$ cat config.mk
export PLATFORM = sky130hd
export DESIGN_NAME = combo_sweep_ctrl
export DESIGN_NICKNAME = d
export VERILOG_FILES = /design/src/rtl/combo_pkg.sv /design/src/rtl/combo_dp.sv /design/src/rtl/combo_sweep_ctrl.sv
export SDC_FILE = /design/constraint.sdc
export NUM_CORES = 1
export LEC_CHECK = 0
export CELL_PAD_IN_SITES_DETAIL_PLACEMENT = 1
export CELL_PAD_IN_SITES_GLOBAL_PLACEMENT = 1
export CORE_UTILIZATION = 30
export CTS_CLUSTER_SIZE = 28
export DETAILED_ROUTE_END_ITERATION = 8
export DONT_BUFFER_PORTS = 1
export GPL_TIMING_DRIVEN = 0
export PLACE_DENSITY_LB_ADDON = 0.25
export REMOVE_ABC_BUFFERS = 1
export SYNTH_ARGS = -nofsm -noshare
export SYNTH_HDL_FRONTEND = slang
export SYNTH_SLANG_ARGS = --single-unit
export TNS_END_PERCENT = 20
$ cat constraint.sdc
create_clock -name clk -period 5.33 [get_ports clk]
set_clock_uncertainty 0.1 [all_clocks]
set_input_delay 1.066 -clock clk [delete_from_list [all_inputs] [get_ports clk]]
set_output_delay 1.066 -clock clk [all_outputs]
set_load 0.02 [all_outputs]
$ cat src/rtl/combo_pkg.sv
// rtl/combo_pkg.sv - shared widths and FSM state encoding for the combo sweep controller
package combo_pkg;

  localparam int VEC_W = 5;
  localparam int RES_W = 32;
  localparam int CNT_W = 6;
  localparam int SET_W = 4;

  localparam logic [VEC_W-1:0] VEC_LAST = 5'd31;

  localparam logic [1:0] ST_IDLE   = 2'd0;
  localparam logic [1:0] ST_APPLY  = 2'd1;
  localparam logic [1:0] ST_SAMPLE = 2'd2;
  localparam logic [1:0] ST_FIN    = 2'd3;

endpackage

$ cat src/rtl/combo_dp.sv
// rtl/combo_dp.sv - combinational datapath z = (a & b) | (c & d & ~e)
module combo_dp (
  input  logic a,
  input  logic b,
  input  logic c,
  input  logic d,
  input  logic e,
  output logic z
);

  // Pure sum-of-products; the controller waits SETTLE cycles before sampling it.
  always_comb begin
    z = (a & b) | (c & d & ~e);
  end

endmodule

$ cat src/rtl/combo_sweep_ctrl.sv
// rtl/combo_sweep_ctrl.sv - sweeps all 32 input vectors through combo_dp and captures the truth table
module combo_sweep_ctrl
  import combo_pkg::*;
#(
  parameter int          SETTLE = 1,
  parameter logic [31:0] GOLDEN = 32'hFF404040
) (
  input  logic             clk,
  input  logic             rst_n,
  input  logic             start,
  input  logic             abort,
  output logic             busy,
  output logic             done,
  output logic [VEC_W-1:0] vec,
  output logic             z_obs,
  output logic [RES_W-1:0] result,
  output logic [CNT_W-1:0] ones_cnt,
  output logic             pass
);

  // Counter reload value: APPLY lasts SETTLE cycles, counting SETTLE-1 down to 0.
  localparam logic [SET_W-1:0] SETTLE_LOAD = SET_W'(SETTLE - 1);

  logic [1:0]       state;
  logic [SET_W-1:0] settle_cnt;
  logic             z;

  combo_dp u_dp (
    .a (vec[4]),
    .b (vec[3]),
    .c (vec[2]),
    .d (vec[1]),
    .e (vec[0]),
    .z (z)
  );

  // Status outputs follow the state register directly.
  always_comb begin
    busy  = (state != ST_IDLE);
    z_obs = z;
  end

  // Sweep FSM: abort while busy overrides every state; done is registered on leaving FIN
  // so it shows for exactly one cycle alongside the freshly updated pass flag.
  always_ff @(posedge clk or negedge rst_n) begin
    if (!rst_n) begin
      state      <= ST_IDLE;
      vec        <= '0;
      result     <= '0;
      ones_cnt   <= '0;
      pass       <= 1'b0;
      done       <= 1'b0;
      settle_cnt <= '0;
    end else begin
      done <= 1'b0;
      if ((state != ST_IDLE) && abort) begin
        state <= ST_IDLE;
        pass  <= 1'b0;
      end else begin
        case (state)
          ST_IDLE: begin
            if (start) begin
              result     <= '0;
              ones_cnt   <= '0;
              pass       <= 1'b0;
              vec        <= '0;
              settle_cnt <= SETTLE_LOAD;
              state      <= ST_APPLY;
            end
          end
          ST_APPLY: begin
            if (settle_cnt == '0) begin
              state <= ST_SAMPLE;
            end else begin
              settle_cnt <= settle_cnt - 4'd1;
            end
          end
          ST_SAMPLE: begin
            result[vec] <= z;
            ones_cnt    <= ones_cnt + {{(CNT_W-1){1'b0}}, z};
            if (vec == VEC_LAST) begin
              state <= ST_FIN;
            end else begin
              vec        <= vec + 5'd1;
              settle_cnt <= SETTLE_LOAD;
              state      <= ST_APPLY;
            end
          end
          ST_FIN: begin
            done  <= 1'b1;
            pass  <= (result == GOLDEN);
            state <= ST_IDLE;
          end
          default: state <= ST_IDLE;
        endcase
      end
    end
  end

endmodule
# Word level (Yosys, flattened, before mapping)
# Cells that the tools add are included.
[totals]
word_cells = 65
reg_bits = 51
input_bits = 4
out_inout_bits = 47
[classes]
n_eq_ne = 10
n_addsub = 3
muxes = 24
n_lt_le_gt_ge = 2
reduce_logical = 13
bitwise = 6
[ops]
columns = ["op", "n"]
rows = [
  ["32-bit one-hot mux with 2 select lines", 1],
  ["32-bit bitwise mux", 1],
  ["32-bit == test, second input constant", 1],
  ["32-bit two-way mux", 1],
  ["4-bit two-way mux", 3],
  ["4-bit one-hot mux with 3 select lines", 1],
  ["6-bit one-hot mux with 2 select lines", 1],
  ["5-bit two-way mux", 2],
  ["5-bit one-hot mux with 2 select lines", 1],
  ["2-bit two-way mux", 4],
  ["2-bit one-hot mux with 4 select lines", 1],
  ["6-bit by 1-bit adder with 6-bit output", 1],
  ["5-bit by 6-bit less-than comparator with 1-bit output, second input constant", 1],
  ["6-bit two-way mux", 1],
  ["2-bit != test, second input constant", 3],
  ["3-bit != test, second input constant", 2],
  ["3-bit nonzero test", 2],
  ["5-bit by 1-bit adder with 5-bit output, second input constant", 1],
  ["1-bit demux with 5-bit select", 1],
  ["5-bit == test, second input constant", 1],
  ["5-bit by 1-bit greater-or-equal comparator with 1-bit output, second input constant", 1],
  ["1-bit two-way mux", 5],
  ["5-bit AND reduction", 1],
  ["2-bit == test, second input constant", 2],
  ["other kinds (13)", 19],
]

# Logic depth before layout (Yosys ltp)
# Gate-level depths: netlist (run 1).
[logic_depth]
ltp_word = 6
mapped_depth = 8
mapped_depth_nobuf = 7

# By module
# A second synthesis (run 1) with hierarchy kept.
[unflattened]
hier_cells = 296
hier_area_um2 = 2663.8
[modules_own_cells]
columns = ["module", "area_each_um2", "cells_each", "instances", "seq_area_each_um2"]
rows = [
  ["combo_sweep_ctrl", 2647.5, 293, 1, 1276.2],
  ["combo_dp", 16.3, 3, 1, 0.0],
]

# Worst setup path after synthesis (run 1)
# Ideal clock, no wire load.
[synth_path]
kind = "reg-to-output"
from = "register vec[1]"
to = "output z_obs"
slack_ns = 3.110
path_stages_with_launch = 3
t_required_ns = 4.164
arrival_time_ns = 1.054
n_path_buf = 0
path_cell_list = "dfrtp_1 -> nand2_1 -> o21ai_0"
[synth_via]
elab_chain_len = 3
[synth_rtl]
columns = ["item", "line_no", "text"]
rows = [
  ["from (decl)", "combo_sweep_ctrl.sv:14", "output logic [VEC_W-1:0] vec,"],
  ["from (signal assigned)", "combo_sweep_ctrl.sv:84", "vec <= vec + 5'd1;"],
  ["1-bit AND (2 in series)", "combo_dp.sv:13", "z = (a & b) | (c & d & ~e);"],
  ["1-bit OR", "combo_dp.sv:13", ""],
  ["to (decl)", "combo_sweep_ctrl.sv:15", "output logic z_obs,"],
]
# Every way passes these cells.

# Final worst setup path (run 1)
[layout_path]
from = "register vec[2]"
to = "output z_obs"
# The elaborated chain is that of the path after synthesis.

==> key figures, run 1 <==
Status
  – Status: complete, no violations

Global route
  – Global router's overall resource usage: 0.1550
  – Pin count of the biggest net entering global routing: 52
  – Gr ovfl total: 0
  – Number of antenna violations at the first check in global routing: 0
  – First-pass GRT wire length: 10.37 mm
  – Vias in the first global route: 1947

Worst setup path
  – Endpoint class of the critical path: output pin
  – Critical R2R Launch: vec[2]
  – Worst path slowest cell: sky130_fd_sc_hd__dfrtp_1
  – Kind of critical path: flop to output pin
  – Worst path max stage delay: 0.77 ns
  – Worst path top cell family by delay: flip-flops
  – Required arrival time at the worst endpoint: 4.16 ns
  – Count of buffer and inverter cells on the critical path: 0
  – Critical path, cell by cell: nand2_1 -> o21ai_0
  – First element of the critical path: vec[2]
  – Worst-path fanout max: 13
  – Sort of element at the start of the critical path: flop
  – Arrival time of data at the critical path endpoint: 1.91 ns

Route
  – Detail-routed net length per standard cell: 18.26 microns
  – 1st-pass router iterations: 4
  – Post-route ant nets: 0
  – Detailed Route Iter0 Violations: 60
  – Routed wire length: 6.371 mm
  – Average via count per standard cell: 5.089
  – Total vias in the final route: 1776
  – Residual DRC: 0

Cells and area
  – Synth-to-layout area growth: 5.714%
  – Highest-count cells in the layout ignoring fill and taps: sky130_fd_sc_hd__nand2_1 (53), sky130_fd_sc_hd__dfrtp_1 (51), sky130_fd_sc_hd__nor2_1 (23)
  – Leading cell type in the layout, fill and taps excluded: sky130_fd_sc_hd__nand2_1
  – Fraction of layout cells with a size suffix above 1: 0.06478
  – ANT cells: 0
  – Nets: 258
  – Final instance area: 0.002639 sq mm
  – Count of fill cells added during filler insertion: 900

Clock tree
  – Clock Root Buffer: sky130_fd_sc_hd__clkbuf_8
  – Sink count of the clock tree: 51
  – Post CTS Setup Buffer Count: 0
  – Number of buffers created by CTS: 5
  – Count of instances resized after the clock tree is built: 0
  – CTS hold repair buffers: 0
  – Total number of H-tree levels: 2
  – Register clock-pin slew on the reported worst setup and hold paths: 0.10 ns
  – Source-to-sink clock delay at the later pin of the worst-skew pair: 0.30 ns
  – CTS tree: built
  – Clk buf depth: 2

Timing
  – Maximum frequency from static timing analysis: 324.9 MHz
  – Share of the clock period used by the worst path: 0.5775
  – RSZ-0062 raised after global routing: no
  – Final slew viol count: 0
  – TNS Setup: 0 ns
  – Slew at the pin closest to its max-slew limit: 0.9583 ns
  – Minimum period implied by the final worst setup slack: 3.078 ns
  – Total of endpoints with negative setup slack in the final report: 0
  – Final Hold Violating Endpoints: 0
  – Max-slew headroom at the worst pin: 0.3596

Power and ir drop
  – Static Leak: 1.297 nW
  – Areal power density over the cells: 284.9 mW/mm^2
  – Peak supply drop: 0.1476 mV

Synthesis
  – Post-synthesis instance area: 0.002496 sq mm
  – Warning count from the yosys run: 0
  – Count of cell types in the netlist: 42
  – Mean Syn Cell Area: 9.713 sq um
  – Register bit total from synthesis: 51
  – Sequential area share after synthesis: 0.5113
  – Synthesized instance count: 257

Die
  – Initial Util: 0.3165
  – Number of ports placed on the die boundary: 51
  – Floorplan row count: 32
  – Die area: 0.008689 sq mm
  – Die height: 93.22 microns
  – X dimension of the die: 93.22 microns
  – Core area: 0.007888 sq mm

Placed design
  – Number of I/O port buffers: 0
  – Placed wire-length estimate: 4.446 mm
  – Last weighted congestion value of the routability-driven placer: 0.6826
  – Area post-placement: 0.002517 sq mm

Job
  – Max-cap violations: 0

Worst hold path
  – Class of the tightest hold or removal check: input port to asynchronous set/reset pin
-- per-layer routing --
metal  vias to the layer above  global-route usage  routed length [microns]
met2                        48              0.2598                     3015
met1                       884              0.1969                     2838
met5                         -                   0                        0
met3                         4             0.04797                      472
li1                        840                   -                        -
met4                         0             0.03077                       44
-- cell families after synthesis --
logic type	count (synthesis)	share of synthesized area
simple gates	119	0.2381
flops	51	0.5113
compound gates	35	0.08171
buf+inv	24	0.05163
mux	13	0.05263
fa+ha+maj	8	0.04010
xor+xnor	7	0.02456
-- sequential cells by signal, indices dropped and copies added, names as in the netlist --
signal,count
settle_cnt,4
ones_cnt,6
result,32
vec,5
pass,1
done,1
state,2
-- worst reg2reg max path: stages, from the launching register on --
cell,delay (ns)
sky130_fd_sc_hd__dfrtp_1,0.77
sky130_fd_sc_hd__nand2_1,0.09
sky130_fd_sc_hd__o21ai_0,0.75
sky130_fd_sc_hd__ha_1,0.32
sky130_fd_sc_hd__ha_1,0.18
sky130_fd_sc_hd__nor4b_1,0.36
sky130_fd_sc_hd__xnor2_1,0.17
sky130_fd_sc_hd__nor2_1,0.06
-- stage by stage --
stage	power (mW)	cells	hold slack, ns	worst slack (ns)	utilization
after floorplan	0.4508	239	0.3696	2.905	-
after global placement	0.4704	341	0.4039	2.418	0.3192
after detailed placement	0.4711	341	0.4087	2.387	0.3192
after CTS	0.7629	349	0.3270	2.216	0.3345
after global routing	0.7832	349	0.3167	2.086	0.3345
final	0.7517	349	0.3374	2.252	0.3345
-- layout make-up --
class,instances,area (sq um),share of cell area
Sequential cell,51,1276,0.4836
Tap cell,102,127.6,0.04836
Clock inverter,2,38.79,0.01470
Clock buffer,6,82.58,0.03129
Inverter,6,22.52,0.008535
Multi-Input combinational cell,182,1091,0.4135
-- report_power, final --
group	internal (mW)	switching [mW]	total, mW
clock	0.155	0.135	0.290
combinational	0.0154	0.0437	0.0591
sequential	0.390	0.0122	0.402
total	0.560	0.191	0.752
-- worst paths after layout --
path	to	slack, ns	cells after the start
worst max register to register	ones_cnt[4]	2.41	7
worst min register to register	settle_cnt[0]	0.42	1
max in group asynchronous	ones_cnt[3]	4.69	0
worst min-delay path	result[2]	0.34	0
min in group clk	settle_cnt[0]	0.42	1
worst max-delay path	z_obs	2.25	2
-- Yosys cell counts (all sizes together) --
| cell type | n | share of area |
|---|---|---|
| o31a | 1 | 0.0040 |
| nor3b | 4 | 0.014 |
| and3 | 6 | 0.015 |
| or4b | 1 | 0.0040 |
| o211ai | 1 | 0.0030 |
| buf | 14 | 0.035 |
| or3b | 1 | 0.0035 |
| inv | 6 | 0.0090 |
| nand4 | 2 | 0.0050 |
| nand2 | 53 | 0.080 |
| and2b | 1 | 0.0035 |
| a22o | 2 | 0.0070 |
| nor4 | 4 | 0.010 |
| mux2i | 12 | 0.048 |
| clkbuf | 4 | 0.0075 |
| mux2 | 1 | 0.0045 |
| or4 | 2 | 0.0060 |
| and3b | 1 | 0.0035 |
| and2 | 1 | 0.0025 |
| nand3 | 10 | 0.025 |
| or2 | 1 | 0.0025 |
| nand4b | 1 | 0.0035 |
| a21o | 1 | 0.0030 |
| nand3b | 1 | 0.0080 |
| a21oi | 23 | 0.051 |
| xor2 | 4 | 0.014 |
| ha | 8 | 0.040 |
| dfrtp | 51 | 0.51 |
| nand2b | 1 | 0.0025 |
| nor4b | 2 | 0.0070 |
| o21ai | 7 | 0.014 |
| nor2 | 23 | 0.035 |
| nor3 | 4 | 0.0080 |
| xnor2 | 3 | 0.011 |
(Power assumes the default switching activity.)
==> inputs of run 2 (changes only) <==
==> constraint.sdc (replaced) <==
create_clock -name clk -period 2.9 [get_ports clk]
set_clock_uncertainty 0.1 [all_clocks]
set_input_delay 0.58 -clock clk [delete_from_list [all_inputs] [get_ports clk]]
set_output_delay 0.58 -clock clk [all_outputs]
set_load 0.02 [all_outputs]
==> key figures, run 2 (synthesis gave the netlist of run 1 again) <==
Job
  – Max-cap violations: 0 (unchanged)

Placed design
  – Placed wire-length estimate: 4.446 mm (unchanged)
  – Number of I/O port buffers: 0 (unchanged)
  – Last weighted congestion value of the routability-driven placer: 0.6826 (unchanged)

Status
  – Status: complete, no violations (unchanged)

Route
  – Post-route ant nets: 0 (unchanged)
  – Routed wire length: 6.391 mm (was 6.371 mm)
  – Average via count per standard cell: 5.109 (was 5.089)
  – Residual DRC: 0 (unchanged)
  – Detail-routed net length per standard cell: 18.26 microns (about the same)
  – 1st-pass router iterations: 4 (unchanged)
  – Detailed Route Iter0 Violations: 52 (was 60)
  – Total vias in the final route: 1788 (was 1776)

Clock tree
  – Number of buffers created by CTS: 5 (unchanged)
  – Total number of H-tree levels: 2 (unchanged)
  – Post CTS Setup Buffer Count: 0 (unchanged)
  – Clk buf depth: 2 (unchanged)
  – Clock Root Buffer: sky130_fd_sc_hd__clkbuf_8 (unchanged)
  – CTS tree: built (unchanged)
  – Register clock-pin slew on the reported worst setup and hold paths: 0.10 ns (about the same)
  – Sink count of the clock tree: 51 (unchanged)
  – Source-to-sink clock delay at the later pin of the worst-skew pair: 0.30 ns (about the same)

Timing
  – Max-slew headroom at the worst pin: 0.3605 (was 0.3596)
  – RSZ-0062 raised after global routing: no (unchanged)
  – Total of endpoints with negative setup slack in the final report: 0 (unchanged)
  – Slew at the pin closest to its max-slew limit: 0.9569 ns (was 0.9583 ns)
  – Minimum period implied by the final worst setup slack: 2.662 ns
  – Maximum frequency from static timing analysis: 375.6 MHz
  – Share of the clock period used by the worst path: 0.9180
  – Final slew viol count: 0 (unchanged)
  – Final Hold Violating Endpoints: 0 (unchanged)

Die
  – Die area: 0.008689 sq mm (unchanged)
  – Die height: 93.22 microns (unchanged)
  – Core area: 0.007888 sq mm (unchanged)
  – X dimension of the die: 93.22 microns (unchanged)
  – Initial Util: 0.3165 (unchanged)
  – Floorplan row count: 32 (unchanged)
  – Number of ports placed on the die boundary: 51 (unchanged)

Worst setup path
  – Required arrival time at the worst endpoint: 2.97 ns (was 4.16 ns)
  – Sort of element at the start of the critical path: flop (unchanged)
  – Worst-path fanout max: 13 (unchanged)
  – Endpoint class of the critical path: flop (was output pin)
  – Arrival time of data at the critical path endpoint: 2.73 ns (was 1.91 ns)
  – Kind of critical path: flop to flop (was flop to output pin)

Global route
  – Global router's overall resource usage: 0.1555 (was 0.1550)
  – Number of antenna violations at the first check in global routing: 0 (unchanged)
  – First-pass GRT wire length: 10.40 mm (was 10.37 mm)
  – Gr ovfl total: 0 (unchanged)
  – Pin count of the biggest net entering global routing: 52 (unchanged)
  – Vias in the first global route: 1955 (was 1947)

Power and ir drop
  – Areal power density over the cells: 524.9 mW/mm^2 (was 284.9 mW/mm^2)
  – Peak supply drop: 0.2713 mV (was 0.1476 mV)
  – Design Power: 1.400 mW (was 0.7517 mW)
  – Static Leak: 1.310 nW (was 1.297 nW)

Cells and area
  – Nets: 259 (was 258)
  – Highest-count cells in the layout ignoring fill and taps: sky130_fd_sc_hd__nand2_1 (53), sky130_fd_sc_hd__dfrtp_1 (51), sky130_fd_sc_hd__nor2_1 (23) (unchanged)
  – Largest register by flop count: result (unchanged)
  – Registers with the highest flip-flop counts: result: 32 flops, ones_cnt: 6 flops, vec: 5 flops (unchanged)
  – ANT cells: 0 (unchanged)
  – Fraction of layout cells with a size suffix above 1: 0.06855 (was 0.06478)
  – Leading cell type in the layout, fill and taps excluded: sky130_fd_sc_hd__nand2_1 (unchanged)
  – Synth-to-layout area growth: 6.817% (was 5.714%)
  – Post-layout utilization of the core: 0.3380 (was 0.3345)
  – Flip-flop count of the largest register, all copies and words added: 32 (unchanged)

Worst hold path
  – Class of the tightest hold or removal check: input port to asynchronous set/reset pin (unchanged)
## run 2: layer usage
metal / global-route usage / part of all wire / up-vias
li1: - / - / 843
met1: 0.1974 / 0.45 / 892
met2: 0.2604 / 0.47 / 48
met3: 0.04878 / 0.074 / 5
met4: 0.03077 / 0.0075 / 0
met5: 0 / 0 / -
## run 2: path summary, 6_finish.rpt
kind,start,endpoint,slack (ns),cells past startpoint
max,vec[2],ones_cnt[4],0.24,7
min,rst_n,result[2],0.01,1
max reg2reg,vec[2],ones_cnt[4],0.24,7
min reg2reg,settle_cnt[0],settle_cnt[0],0.42,1
min in group clk,abort,state[1],0.23,1
max in group asynchronous,rst_n,ones_cnt[3],2.45,1
## run 2: area by class of cell
class	instances	area [sq um]
multi-input combinational	182	1091
sequential	51	1276
tap	102	127.6
timing repair buffer	1	27.53
inverter	6	22.52
clock inverter	2	38.79
clock buffer	6	82.58
fill	896	5221
## run 2: power by group
part           internal (mW)  switching [mW]  total, mW
Sequential             0.717          0.0225      0.740
Clock                  0.284           0.249      0.534
Combinational         0.0323          0.0938      0.126
Total                   1.03           0.366       1.40
## run 2: worst max-delay path, stage by stage, from the launching register on
cell	delay [ns]
sky130_fd_sc_hd__dfrtp_1	0.77
sky130_fd_sc_hd__nand2_1	0.10
sky130_fd_sc_hd__o21ai_1	0.51
sky130_fd_sc_hd__ha_1	0.29
sky130_fd_sc_hd__ha_1	0.18
sky130_fd_sc_hd__nor4b_1	0.36
sky130_fd_sc_hd__xnor2_1	0.17
sky130_fd_sc_hd__nor2_1	0.06
## run 2: through the flow
stage / setup TNS, ns / cells / hold WS, ns / setup slack [ns] / area, sq um
2_1_floorplan: 0 / 239 / 0.1844 / 0.4884 / 2390
5_1_grt: 0 / 350 / 0.02280 / 0.01948 / 2666
4_1_cts: 0 / 350 / 0.02056 / 0.2016 / 2666
6_report: 0 / 350 / 0.01496 / 0.2379 / 2666
3_3_place_gp: -0.01209 / 341 / 0.1854 / -0.01209 / 2517
3_5_place_dp: -0.04325 / 341 / 0.1854 / -0.04325 / 2517
## run 2: what timing repair did
item | 4_1_cts | 5_1_grt
endpoints found under the setup margin | 1 | 0
gates resized for setup | 1 | 0
hold buffers | 1 | 0
endpoints found under the hold margin | 51 | 0
